## src/rtl/int_to_float_converter.sv

```systemverilog
// rtl/int_to_float_converter.sv - pipelined 32-bit integer to IEEE-754 single converter
module int_to_float_converter #(
  parameter bit SIGNED = 1'b1
) (
  input  logic        clk_i,
  input  logic        rst_i,
  input  logic [31:0] operand_i,
  input  logic        valid_i,
  output logic        ready_o,
  output logic [31:0] result_o,
  output logic        inexact_o,
  output logic        valid_o,
  input  logic        ready_i
);

  logic        adv;
  logic        in_sign;
  logic [31:0] in_mag;

  logic        s1_valid;
  logic        s1_sign;
  logic [31:0] s1_mag;

  logic [4:0]  lz;
  logic        mag_zero;

  logic        s2_valid;
  logic        s2_sign;
  logic        s2_zero;
  logic [4:0]  s2_lz;
  logic [30:0] s2_norm;

  logic [7:0]  exp_base;
  logic [7:0]  exp_fin;
  logic        guard;
  logic        sticky;
  logic        round_up;
  logic [23:0] mant_sum;
  logic [31:0] result_d;
  logic        inexact_d;

  // The whole pipe moves together; it only freezes when a finished result is refused.
  assign adv     = ready_i | ~valid_o;
  assign ready_o = adv;

  assign in_sign = SIGNED & operand_i[31];
  assign in_mag  = in_sign ? (~operand_i + 32'd1) : operand_i;

  always_ff @(posedge clk_i) begin
    if (rst_i) begin
      s1_valid <= 1'b0;
      s1_sign  <= 1'b0;
      s1_mag   <= 32'd0;
    end else if (adv) begin
      s1_valid <= valid_i;
      s1_sign  <= in_sign;
      s1_mag   <= in_mag;
    end
  end

  // Leading-zero count: the highest set bit wins because it is visited last.
  always_comb begin
    lz       = 5'd0;
    mag_zero = (s1_mag == 32'd0);
    for (int i = 0; i < 32; i++) begin
      if (s1_mag[i]) lz = 5'(31 - i);
    end
  end

  // The normalized hidden bit is implicit, so only the 31 bits below it are kept.
  always_ff @(posedge clk_i) begin
    if (rst_i) begin
      s2_valid <= 1'b0;
      s2_sign  <= 1'b0;
      s2_zero  <= 1'b0;
      s2_lz    <= 5'd0;
      s2_norm  <= 31'd0;
    end else if (adv) begin
      s2_valid <= s1_valid;
      s2_sign  <= s1_sign;
      s2_zero  <= mag_zero;
      s2_lz    <= lz;
      s2_norm  <= s1_mag[30:0] << lz;
    end
  end

  always_comb begin
    exp_base  = 8'd158 - {3'b000, s2_lz};
    guard     = s2_norm[7];
    sticky    = |s2_norm[6:0];
    round_up  = guard & (sticky | s2_norm[8]);
    // A carry out of the mantissa leaves the low 23 bits at zero and bumps the exponent.
    mant_sum  = {1'b0, s2_norm[30:8]} + {23'd0, round_up};
    exp_fin   = exp_base + {7'd0, mant_sum[23]};
    result_d  = s2_zero ? 32'd0 : {s2_sign, exp_fin, mant_sum[22:0]};
    inexact_d = ~s2_zero & (guard | sticky);
  end

  always_ff @(posedge clk_i) begin
    if (rst_i) begin
      valid_o   <= 1'b0;
      result_o  <= 32'd0;
      inexact_o <= 1'b0;
    end else if (adv) begin
      valid_o <= s2_valid;
      if (s2_valid) begin
        result_o  <= result_d;
        inexact_o <= inexact_d;
      end
    end
  end

endmodule

```

## config.mk

```make
export PLATFORM = sky130hd
export DESIGN_NAME = int_to_float_converter
export DESIGN_NICKNAME = d
export VERILOG_FILES = /design/src/rtl/int_to_float_converter.sv
export SDC_FILE = /design/constraint.sdc
export NUM_CORES = 1
export LEC_CHECK = 0
export ABC_AREA = 1
export CAP_MARGIN = 20
export CORE_ASPECT_RATIO = 0.9
export CORE_MARGIN = 10
export CORE_UTILIZATION = 30
export CTS_BUF_LIST = sky130_fd_sc_hd__clkbuf_2 sky130_fd_sc_hd__clkbuf_4 sky130_fd_sc_hd__clkbuf_8
export DETAILED_ROUTE_END_ITERATION = 12
export SYNTH_ARGS = -nofsm -noshare
export SYNTH_HDL_FRONTEND = slang
export SYNTH_SLANG_ARGS = --single-unit
```

## constraint.sdc

```tcl
create_clock -name clk_i -period 5.4 [get_ports clk_i]
set_input_delay 1.08 -clock clk_i [delete_from_list [all_inputs] [get_ports clk_i]]
set_output_delay 1.08 -clock clk_i [all_outputs]
set_load 0.1 [all_outputs]
```

* Word level (Yosys, flattened, before mapping)
Cells that the tools add are included.
** Word-level totals
- Flip-flop bits (word level) :: 107
- Word-level logic and storage cells :: 61
- Output and inout port bits :: 35
- Input port bits :: 36
** Cells by class
- Bitwise logic cells :: 8
- Multiplexer cells :: 34
- Reductions and logical operators :: 3
- $add $sub $neg :: 4
- Shift operators :: 1
** Operators by type and width (count)
- 2-to-1 mux 5 bit :: 32
- 2-to-1 mux 32 bit :: 2
- adder 32 x 1 -> 32 bit (second input constant) :: 1
- zero test 32 bit :: 1
- NOT 32 bit :: 1
- << shifter 31 x 5 -> 31 bit :: 1
- adder 23 x 1 -> 24 bit :: 1
- adder 8 x 1 -> 8 bit :: 1
- subtractor 8 x 5 -> 8 bit (first input constant) :: 1
- OR reduction 7 bit :: 1
- OR 1 bit :: 3
- AND 1 bit :: 2
- NOT 1 bit :: 2
- AND reduction 2 bit :: 1

* Depth between registers and ports, before layout
Gate-level depths: netlist (run 1).
- Word-level depth :: 33
- Gate-level depth with buffers :: 42
- Depth with buffers taken out :: 41

* Least setup slack after synthesis (run 1)
Ideal clock, no wire load.
- Kind :: in2out
- Start point :: input port ready_i
- End point :: output port ready_o
- Buffers on the path :: 2
- Cell stages on the path :: 4
- Arrival :: 2.546 ns
- Setup slack :: 1.774 ns
- Required time :: 4.320 ns
- Cells stage by stage :: nor2_1 inv_1 clkbuf_1 clkbuf_1
** Between the ends
- Cells in the longest elaborated chain, start to end :: 1
** RTL lines
- start: declaration :: line 13 : input logic ready_i
- OR 1 bit :: line 43 : assign adv = ready_i | ~valid_o;
- end: declaration :: line 9 : output logic ready_o,
Every way passes these cells.

* Final worst setup path (run 1)
- Start point :: register s2_norm[4]
- End point :: register result_o[27]
** Between the ends
- Cells in the longest elaborated chain, start to end :: 6
** RTL lines
- start: declaration :: line 31 : logic [30:0] s2_norm;
- start signal: assignment :: line 83 : s2_norm <= s1_mag[30:0] << lz;
- OR reduction 7 bit :: line 90 : sticky = |s2_norm[6:0];
- OR 1 bit :: line 91 : round_up = guard & (sticky | s2_norm[8]);
- AND 1 bit :: line 91
- adder 23 x 1 -> 24 bit :: line 93 : mant_sum = {1'b0, s2_norm[30:8]} + {23'd0, round_up};
- adder 8 x 1 -> 8 bit :: line 94 : exp_fin = exp_base + {7'd0, mant_sum[23]};
- 2-to-1 mux 32 bit :: line 95 : result_d = s2_zero ? 32'd0 : {s2_sign, exp_fin, mant_sum[22:0]};
- end signal: assignment :: line 107 : result_o <= result_d;
- end: declaration :: line 10 : output logic [31:0] result_o,
Every way passes these cells.
A chain may end at the register's enable or synchronous reset.

==> impl_metrics.env, run 1 <==
export IMPL_cts_hold_buffers_added=0
export IMPL_seqPwrFrac_pct=39.8
export IMPL_comb_power_share_pct=37.5
export IMPL_path_class="register to register"
export IMPL_syn_inst=1144
export IMPL_fillers=2539
export IMPL_hold_depth=2
export IMPL_ys_flop_type="dfxtp_1"
export IMPL_h_tree_depth=3
export IMPL_async_flop_share_pct=0
export IMPL_max_freq_ghz=0.267
export IMPL_synth_cell_area_um2=6940
export IMPL_cp_required_ns=5.73
export IMPL_ys_ff_latch=107
export IMPL_timing_final_crit_period_ns=3.74
export IMPL_p_int_w=0.00139
export IMPL_start_kind="register"
export IMPL_yosysSeqAreaShare_pct=30.9
export IMPL_globalRouteTotalUtil_pct=14.0
export IMPL_slew_headroom_pct=26.5
export IMPL_antenna_found_initial=0
export IMPL_io_buffers=70
export IMPL_swShare_pct=42.2
export IMPL_die_w_um=180
export IMPL_final_cell_mix="nand2_1, nand3_1, inv_1, dfxtp_1, a21oi_1"
export IMPL_final_period_utilization_pct=69.3
export IMPL_detail_route_first_pass_iterations=5
export IMPL_endpoint_kind="register"
export IMPL_max_cap_viol_count=0
export IMPL_antenna_cells=0
export IMPL_die_area_um2=29600
export IMPL_initial_core_util_pct=30.7
export IMPL_rsz0062_at_grt="false"
export IMPL_coreArea_um2=22600
export IMPL_finalWirelength_um=21000
export IMPL_vias=7408
export IMPL_hold_viol_final=0
export IMPL_postCtsResizedCells=0
export IMPL_grt_ovfl_total=0
export IMPL_grt_pass1_vias=6831
export IMPL_arrival_ns=4.08
export IMPL_finalSetupViolCount=0
export IMPL_synth_top_area_share_pct=30.9
export IMPL_clkTransAtPathRegs_ns=0.12
export IMPL_p_per_area_nw_per_um2=298
export IMPL_pin_count=71
export IMPL_root_buffer="clkbuf_8"
export IMPL_drive_gt1_share_pct=3.81
export IMPL_path_max_fanout=3
export IMPL_layout_area_overhead_vs_synth_pct=16.0
export IMPL_cts_setup_buffers=0
export IMPL_nets=1217
export IMPL_yosysWarnings=0
export IMPL_die_y_um=164
export IMPL_finalWeightedCongestion=0.878
export IMPL_rows=52
export IMPL_grt_pass1_wl_um=34800
export IMPL_syn_avg_cell_area_um2=6.07
export IMPL_ff2ff_path_depth=25
export IMPL_worst_pin_slew_ns=1.10
export IMPL_layout_commonest_cell="nand2_1"
export IMPL_dr_first_iter_drc_count=736
export IMPL_drtAntennaViolNets=0
export IMPL_outcome="complete, no violations"
export IMPL_setup_tns_ns=0
export IMPL_hpwl_um=15300
export IMPL_drc=0
export IMPL_fin_skew_ns=0.0189
export IMPL_netlist_top_cells_area="dfxtp_1, nand3_1, nand2_1, inv_1, a21oi_1"
export IMPL_grt_max_degree=64
export IMPL_synth_top_area_cell="dfxtp_1"
export IMPL_vdd_drop_max_v=0.000115
export IMPL_p_leak_nw=3.46
export IMPL_synth_edf_count=0
export IMPL_clock_path_buffers=2
export IMPL_p_switching_w=0.00101
export IMPL_ys_types=40
export IMPL_cts_sinks=107
export IMPL_syn_nets=1185
export IMPL_finalMaxSlewViolations=0
export IMPL_clock_latency_ns=0.40
export IMPL_final_util_pct=35.6
export IMPL_cts_tree="yes"
export IMPL_via_per_inst=5.01
export IMPL_hp_class="register to register"
export IMPL_wire_per_inst_um=14.2
export IMPL_cts_buffers=9
export IMPL_p_clk_share_pct=22.6
-- worst max-delay path: stages (launching register included) --
cell     delay, ns
dfxtp_1       0.33
or4_1         0.54
nor4_1        0.37
a21oi_1       0.13
ha_1          0.22
nand3_1       0.10
nor2_1        0.05
inv_1         0.06
nor2_1        0.04
inv_1         0.06
nor2_1        0.05
nand3_1       0.10
nor4_1        0.06
nand4_1       0.17
nor2_1        0.09
nand4_1       0.12
nor2_1        0.05
nand2_1       0.09
nor2_1        0.06
nand3_1       0.08
ha_1          0.17
ha_1          0.19
nand3_1       0.10
nor3_1        0.26
a21oi_1       0.07
a21oi_1       0.12
-- state kept, by name, indices dropped and copies added (netlist names), 5 cells and up --
signal and cells:
result_o 32, s2_norm 31, s2_lz 5, s1_mag 32
-- power by group through the flow --
stage	clock network (W)	registers [W]	logic, W
floorplan	0	0.00103	0.000599
global placement	0	0.000974	0.000894
detailed placement	0	0.000974	0.000895
CTS	0.000566	0.000956	0.000899
global route	0.000596	0.000969	0.00102
finish	0.000543	0.000955	0.000901
-- synthesized netlist by cell type, types with 2 or more instances --
master	n
nand2_1	278
nand3_1	232
inv_1	132
dfxtp_1	107
a21oi_1	90
nor2_1	89
clkbuf_1	50
o21ai_0	37
nor3_1	19
o221ai_1	17
nand4_1	9
nor4_1	8
o211ai_1	8
xor2_1	7
xnor2_1	6
a22oi_1	5
ha_1	5
o21ai_1	5
clkinv_1	4
or2_2	4
buf_1	3
buf_6	3
nand3b_1	3
buf_2	2
buf_4	2
inv_2	2
nand2_2	2
nor2_2	2
o31ai_1	2
-- layer usage --
layer / up-vias / wire [um] / track usage, % / part of all wire (%)
met4: 0 / 248 / 3.76 / 1.2
met5: - / 0 / 0 / 0
met1: 3386 / 9620 / 17.7 / 46
li1: 3851 / - / - / -
met2: 155 / 10200 / 24.2 / 48
met3: 16 / 966 / 2.40 / 4.6
-- cell families (layout without fill, tap and decap cells) --
logic type	count (synthesis)	in the layout	synth area share (%)
and+or+nand+nor	650	650	41.3
adders and majority gates	5	5	0.901
buffers and inverters	198	235	11.2
DFF	107	107	30.9
AOI/OAI and AO/OA	171	171	14.1
xor gates and xnor gates	13	13	1.64
-- final cells by class --
type	instances	area, um^2	area share [%]
Multi-Input combinational cell	839	4040	50.1
Sequential cell	107	2140	26.6
Timing Repair Buffer	81	776	9.63
Inverter	138	518	6.43
Tap cell	297	372	4.61
Clock buffer	10	131	1.63
Clock inverter	6	80.1	0.994
-- through the flow --
stage          setup slack [ns]  hold WS [ns]  total power (W)  cell area, um^2  std cells
3_5_place_dp               1.32         0.457          0.00187             7840       1462
4_1_cts                    1.67         0.474          0.00242             8050       1478
3_3_place_gp               1.36         0.450          0.00187             7840       1462
5_1_grt                    1.18         0.485          0.00258             8050       1478
6_report                   1.66         0.468          0.00240             8050       1478
2_1_floorplan              1.77         0.440          0.00163             6940       1144
-- path summary, 6_finish.rpt --
kind / start / to / slack (ns)
max: s2_norm[4]$_SDFFE_PP0N_ / result_o[27]$_SDFFE_PP0P_ / 1.66
min: result_o[13]$_SDFFE_PP0P_ / result_o[13]$_SDFFE_PP0P_ / 0.47
max reg2reg: s2_norm[4]$_SDFFE_PP0N_ / result_o[27]$_SDFFE_PP0P_ / 1.66
min reg2reg: result_o[13]$_SDFFE_PP0P_ / result_o[13]$_SDFFE_PP0P_ / 0.47
(Power assumes the default switching activity.)
==> run 2, diff against run 1 <==
==> constraint.sdc (replaced) <==
create_clock -name clk_i -period 3.41 [get_ports clk_i]
set_input_delay 0.682 -clock clk_i [delete_from_list [all_inputs] [get_ports clk_i]]
set_output_delay 0.682 -clock clk_i [all_outputs]
set_load 0.1 [all_outputs]
==> run 2 against run 1 <==
  * Routed wire length grew 10%
  * Sequential power grew 60%
  * The run now ends with negative setup slack left
  * Setup slack got worse by 1.8 ns
==> impl_metrics.env, run 2 (synthesized netlist as in run 1, its figures left out) <==
export IMPL_outcome="complete, but fails checks"
export IMPL_violations="negative setup slack"
export IMPL_globalRouteTotalUtil_pct=14.7
export IMPL_p_switching_w=0.00177
export IMPL_grt_ovfl_total=0
export IMPL_finalWeightedCongestion=0.863
export IMPL_drc=0
export IMPL_fin_ws_ns=-0.123
export IMPL_swShare_pct=43.4
export IMPL_p_int_w=0.00231
export IMPL_finalWirelength_um=23200
export IMPL_final_cell_mix="nand2_1, nand3_1, inv_1, buf_4, dfxtp_1"
export IMPL_via_per_inst=5.11
export IMPL_detail_route_first_pass_iterations=5
export IMPL_finalMaxSlewViolations=0
export IMPL_hold_viol_final=0
export IMPL_dr_first_iter_drc_count=622
export IMPL_p_leak_nw=4.04
export IMPL_cp_required_ns=3.74
export IMPL_cts_buffers=9
export IMPL_max_freq_ghz=0.283
export IMPL_r2r_slack_ns=-0.12
export IMPL_slew_headroom_pct=51.5
export IMPL_clock_latency_ns=0.40
export IMPL_startpoint="s2_norm[5]$_SDFFE_PP0N_"
export IMPL_timing_final_crit_period_ns=3.53
export IMPL_arrival_ns=3.87
export IMPL_antenna_cells=0
export IMPL_top_regs="result_o (32), s1_mag (32), s2_norm (31)"
export IMPL_nets=1309
export IMPL_cts_tree="yes"
export IMPL_path_class="register to register"
export IMPL_start_kind="register"
export IMPL_die_area_um2=29600
export IMPL_hpwl_um=15900
export IMPL_vdd_drop_max_v=0.000210
export IMPL_max_cap_viol_count=0
export IMPL_grt_pass1_vias=7458
export IMPL_p_per_area_nw_per_um2=445
export IMPL_r2r_start="s2_norm[5]$_SDFFE_PP0N_"
export IMPL_clock_path_buffers=2
export IMPL_grt_pass1_wl_um=37000
export IMPL_pin_count=71
export IMPL_layout_area_overhead_vs_synth_pct=31.9
export IMPL_p_clk_share_pct=22.0
export IMPL_endpoint_kind="register"
export IMPL_slowest_delay_ns=0.35
export IMPL_initial_core_util_pct=30.7
export IMPL_design_area_um2=9160
export IMPL_hp_class="register to register"
export IMPL_ff2ff_path_depth=29
export IMPL_die_w_um=180
export IMPL_antenna_found_initial=0
export IMPL_min_to="s2_norm[7]$_SDFFE_PP0N_"
export IMPL_grt_max_degree=64
export IMPL_final_period_utilization_pct=104
export IMPL_path_max_fanout=3
export IMPL_io_buffers=70
export IMPL_layout_commonest_cell="nand2_1"
export IMPL_comb_power_share_pct=40.3
export IMPL_pre_cts_slack_ns=-0.250
export IMPL_slowest_stage="dfxtp_2"
export IMPL_min_from="s2_norm[7]$_SDFFE_PP0N_"
export IMPL_cts_sinks=107
export IMPL_drive_gt1_share_pct=20.5
export IMPL_setup_tns_ns=-0.603
export IMPL_clkTransAtPathRegs_ns=0.12
export IMPL_wire_per_inst_um=14.8
export IMPL_seqPwrFrac_pct=37.6
export IMPL_fin_skew_ns=0.0156
export IMPL_rsz0062_at_grt="true"
export IMPL_root_buffer="clkbuf_8"
export IMPL_drtAntennaViolNets=0
export IMPL_placed_cell_area_um2=8080
export IMPL_vias=8024
export IMPL_rr_endpoint="result_o[20]$_SDFFE_PP0P_"
export IMPL_hold_depth=2
export IMPL_rows=52
export IMPL_coreArea_um2=22600
export IMPL_die_y_um=164
export IMPL_worst_pin_slew_ns=0.725
export IMPL_finalSetupViolCount=9
export IMPL_h_tree_depth=3
==> run 2: layer usage <==
metal | up-vias | routed length [um] | track usage [%]
li1 | 4068 | - | -
met1 | 3722 | 10300 | 18.3
met2 | 210 | 11500 | 26.0
met3 | 24 | 1090 | 2.40
met4 | 0 | 310 | 3.61
met5 | - | 0 | 0
==> run 2: repair_timing <==
| action | 4_1_cts | 5_1_grt |
|---|---|---|
| setup buffers | 29 | 18 |
| hold buffers | 0 | 0 |
| gates resized for setup | 11 | 104 |
| gates cloned | 0 | 5 |
| pin swaps | 1 | 30 |
| endpoints found under the setup margin | 8 | 54 |
==> run 2: power by group through the flow <==
stage / Combinational (W) / Sequential [W] / Clock, W
2_1_floorplan: 0.000948 / 0.00163 / 0
3_3_place_gp: 0.00145 / 0.00154 / 0
3_5_place_dp: 0.00146 / 0.00154 / 0
4_1_cts: 0.00147 / 0.00152 / 0.000920
5_1_grt: 0.00182 / 0.00155 / 0.000968
6_report: 0.00164 / 0.00153 / 0.000897
==> run 2: area by class of cell <==
class,count,area (um^2)
sequential,107,2150
tap,297,372
clock buffer,9,124
fill,2441,13500
clock inverter,7,97.6
timing repair buffer,168,1400
timing repair inverter,1,7.51
inverter,138,522
multi-input combinational,843,4490
==> run 2: stage by stage <==
stage | total power (W) | instances | utilization (%) | hold WS (ns)
3_3_place_gp | 0.00300 | 1503 | 35.7 | 0.454
5_1_grt | 0.00434 | 1570 | 40.4 | 0.489
4_1_cts | 0.00390 | 1547 | 37.8 | 0.474
3_5_place_dp | 0.00300 | 1503 | 35.7 | 0.455
6_report | 0.00407 | 1570 | 40.4 | 0.472
2_1_floorplan | 0.00258 | 1144 | - | 0.440
==> run 2: worst max-delay path by stage <==
stage	to	slack, ns	cells past startpoint
floorplan	result_o[27]$_SDFFE_PP0P_	0.27	25
finish	result_o[20]$_SDFFE_PP0P_	-0.12	29
global placement	s1_mag[30]$_SDFFE_PP0N_	-0.17	21
CTS	result_o[22]$_SDFFE_PP0P_	-0.03	28
global route	result_o[20]$_SDFFE_PP0P_	-0.44	29
detailed placement	s1_mag[30]$_SDFFE_PP0N_	-0.25	21
==> run 2: worst max-delay path, delay by kind of cell (launching register included) <==
family	cells	cell delay, ns
buffers and inverters	8	0.59
AOI/OAI and AO/OA	3	0.41
and+or+nand+nor	16	1.79
adders and majority gates	2	0.33
DFF	1	0.35
==> run 3, diff against run 2 <==
--- a/config.mk
+++ b/config.mk
@@ -8,7 +8,7 @@
 export ABC_AREA = 1
 export CAP_MARGIN = 20
 export CORE_ASPECT_RATIO = 0.9
-export CORE_MARGIN = 10
+export CORE_MARGIN = 2
 export CORE_UTILIZATION = 30
 export CTS_BUF_LIST = sky130_fd_sc_hd__clkbuf_2 sky130_fd_sc_hd__clkbuf_4 sky130_fd_sc_hd__clkbuf_8
 export DETAILED_ROUTE_END_ITERATION = 12
==> run 3 against run 2 <==
  * The flow still finishes with violations (negative setup slack)
  * Critical path type unchanged
  * Global-route usage grew 2.9 points
  * Combinational power up 10%
  * Setup slack improved by 0.078 ns
  * Final cell count is 1.2% lower
  * Largest power group unchanged
  * Largest cell class unchanged
  * Register-to-register slack better by 0.08 ns
  * Critical path depth decreased by 1
  * Fmax grew 2.3%
==> impl_metrics.env, run 3 (synthesized netlist as in run 1, its figures left out) <==
export IMPL_outcome="complete, but fails checks"
export IMPL_violations="negative setup slack"
export IMPL_fin_ws_ns=-0.0450
export IMPL_r2r_slack_ns=-0.04
export IMPL_r2r_start="s2_norm[4]$_SDFFE_PP0N_"
export IMPL_startpoint="s2_norm[4]$_SDFFE_PP0N_"
export IMPL_drive_gt1_share_pct=23.1
export IMPL_vias=7901
export IMPL_path_class="register to register"
export IMPL_die_area_um2=24400
export IMPL_cts_hold_buffers_added=0
export IMPL_h_tree_depth=3
export IMPL_cp_required_ns=3.66
export IMPL_cts_buffers=9
export IMPL_slew_headroom_pct=35.3
export IMPL_grt_ovfl_total=0
export IMPL_finalWeightedCongestion=0.877
export IMPL_rr_endpoint="result_o[22]$_SDFFE_PP0P_"
export IMPL_die_y_um=148
export IMPL_max_freq_ghz=0.289
export IMPL_start_kind="register"
export IMPL_path_buf_inv=6
export IMPL_power_w=0.00413
export IMPL_grt_pass1_vias=7092
export IMPL_path_max_fanout=3
export IMPL_max_cap_viol_count=0
export IMPL_placed_cells=1507
export IMPL_timing_final_crit_period_ns=3.45
export IMPL_p_per_area_nw_per_um2=442
export IMPL_antenna_cells=0
export IMPL_setup_tns_ns=-0.0531
export IMPL_io_buffers=70
export IMPL_wire_per_inst_um=14.6
export IMPL_hold_depth=2
export IMPL_clock_latency_ns=0.39
export IMPL_coreArea_um2=22600
export IMPL_crit_cells=28
export IMPL_ff2ff_path_depth=28
export IMPL_drtAntennaViolNets=0
export IMPL_worst_pin_slew_ns=0.968
export IMPL_grt_pass1_wl_um=35000
export IMPL_finalSetupViolCount=2
export IMPL_rsz0062_at_grt="true"
export IMPL_fin_skew_ns=0.0154
export IMPL_detail_route_first_pass_iterations=5
export IMPL_grt_max_degree=64
export IMPL_slowest_delay_ns=0.54
export IMPL_hpwl_um=15400
export IMPL_dr_first_iter_drc_count=675
export IMPL_slowest_stage="or4_4"
export IMPL_fillers=2360
export IMPL_die_w_um=164
export IMPL_p_leak_nw=4.10
export IMPL_endpoint_kind="register"
export IMPL_antenna_found_initial=0
export IMPL_timing_hold_ws_ns=0.469
export IMPL_clock_path_buffers=2
export IMPL_nets=1290
export IMPL_critPathTopFamily="simple AND/OR/NAND/NOR gates"
export IMPL_drc=0
export IMPL_finalWirelength_um=22600
export IMPL_final_period_utilization_pct=101
export IMPL_vdd_drop_max_v=0.000217
export IMPL_endpoint="result_o[22]$_SDFFE_PP0P_"
export IMPL_root_buffer="clkbuf_8"
export IMPL_finalMaxSlewViolations=0
export IMPL_via_per_inst=5.09
export IMPL_hp_class="register to register"
export IMPL_rows=52
export IMPL_layout_commonest_cell="nand2_1"
export IMPL_top_regs="result_o (32), s1_mag (32), s2_norm (31)"
export IMPL_pin_count=71
export IMPL_globalRouteTotalUtil_pct=17.7
export IMPL_layout_area_overhead_vs_synth_pct=34.7
export IMPL_fin_cells=1551
export IMPL_clkTransAtPathRegs_ns=0.11
export IMPL_final_cell_mix="nand2_1, nand3_1, inv_1, dfxtp_1, buf_4"
export IMPL_initial_core_util_pct=30.7
export IMPL_cts_sinks=107
export IMPL_final_util_pct=41.4
export IMPL_cts_tree="yes"
export IMPL_hold_viol_final=0
export IMPL_arrival_ns=3.71
-- run 3: cell count changes in the layout (fill, tap and decap cells not counted), sizes merged --
cell           delta
inv               -2
clkbuf            +2
bufinv            -1
buf              -31
clkdlybuf4s50    +11
clkinv            +1
nand2             +1
-- run 3: timing repair --
| action | CTS | global route |
|---|---|---|
| resized for setup | 25 | 154 |
| setup buffers | 12 | 16 |
| pin swaps | 20 | 54 |
| setup endpoints to repair | 8 | 50 |
| gates cloned | 0 | 6 |
-- run 3: worst min-delay path by stage --
stage / from / end / slack, ns
global route: s2_norm[5]$_SDFFE_PP0N_ / s2_norm[5]$_SDFFE_PP0N_ / 0.49
CTS: s2_norm[0]$_SDFFE_PP0N_ / s2_norm[0]$_SDFFE_PP0N_ / 0.47
finish: result_o[12]$_SDFFE_PP0P_ / result_o[12]$_SDFFE_PP0P_ / 0.47
floorplan: s2_norm[0]$_SDFFE_PP0N_ / s2_norm[0]$_SDFFE_PP0N_ / 0.44
detailed placement: s2_norm[0]$_SDFFE_PP0N_ / s2_norm[0]$_SDFFE_PP0N_ / 0.45
global placement: s2_norm[0]$_SDFFE_PP0N_ / s2_norm[0]$_SDFFE_PP0N_ / 0.45
-- run 3: through the flow --
step           setup WS [ns]  instance area [um^2]
2_1_floorplan          0.265                  6940
3_3_place_gp          -0.184                  8140
3_5_place_dp          -0.212                  8140
4_1_cts               -0.121                  8500
5_1_grt               -0.277                  9350
6_report             -0.0450                  9350
-- run 3: area by class of cell --
cell class | instances | area, um^2 | area share (%)
sequential | 107 | 2150 | 23.0
inverter | 138 | 518 | 5.54
tap | 297 | 372 | 3.97
multi-input combinational | 844 | 4830 | 51.6
clock buffer | 10 | 131 | 1.40
timing repair buffer | 149 | 1290 | 13.8
clock inverter | 6 | 60.1 | 0.642
-- run 3: routing by layer --
layer	routed length [um]	track usage [%]	vias to the layer above
met5	0	0	-
met3	936	2.37	31
li1	-	-	4016
met1	10500	23.8	3657
met4	375	4.52	0
met2	10800	29.6	197
-- run 3: tightest hold or removal path, cell delays in order, from the launching register on --
cell	delay, ns
dfxtp_1	0.32
nand2_1	0.06
a21oi_1	0.05
-- run 3: report_power, final --
| group | total (W) | internal, W | switching (W) |
|---|---|---|---|
| Sequential | 0.00153 | 0.00139 | 0.000142 |
| Clock | 0.000795 | 0.000290 | 0.000505 |
| Combinational | 0.00181 | 0.000626 | 0.00118 |
| Total | 0.00413 | 0.00230 | 0.00183 |
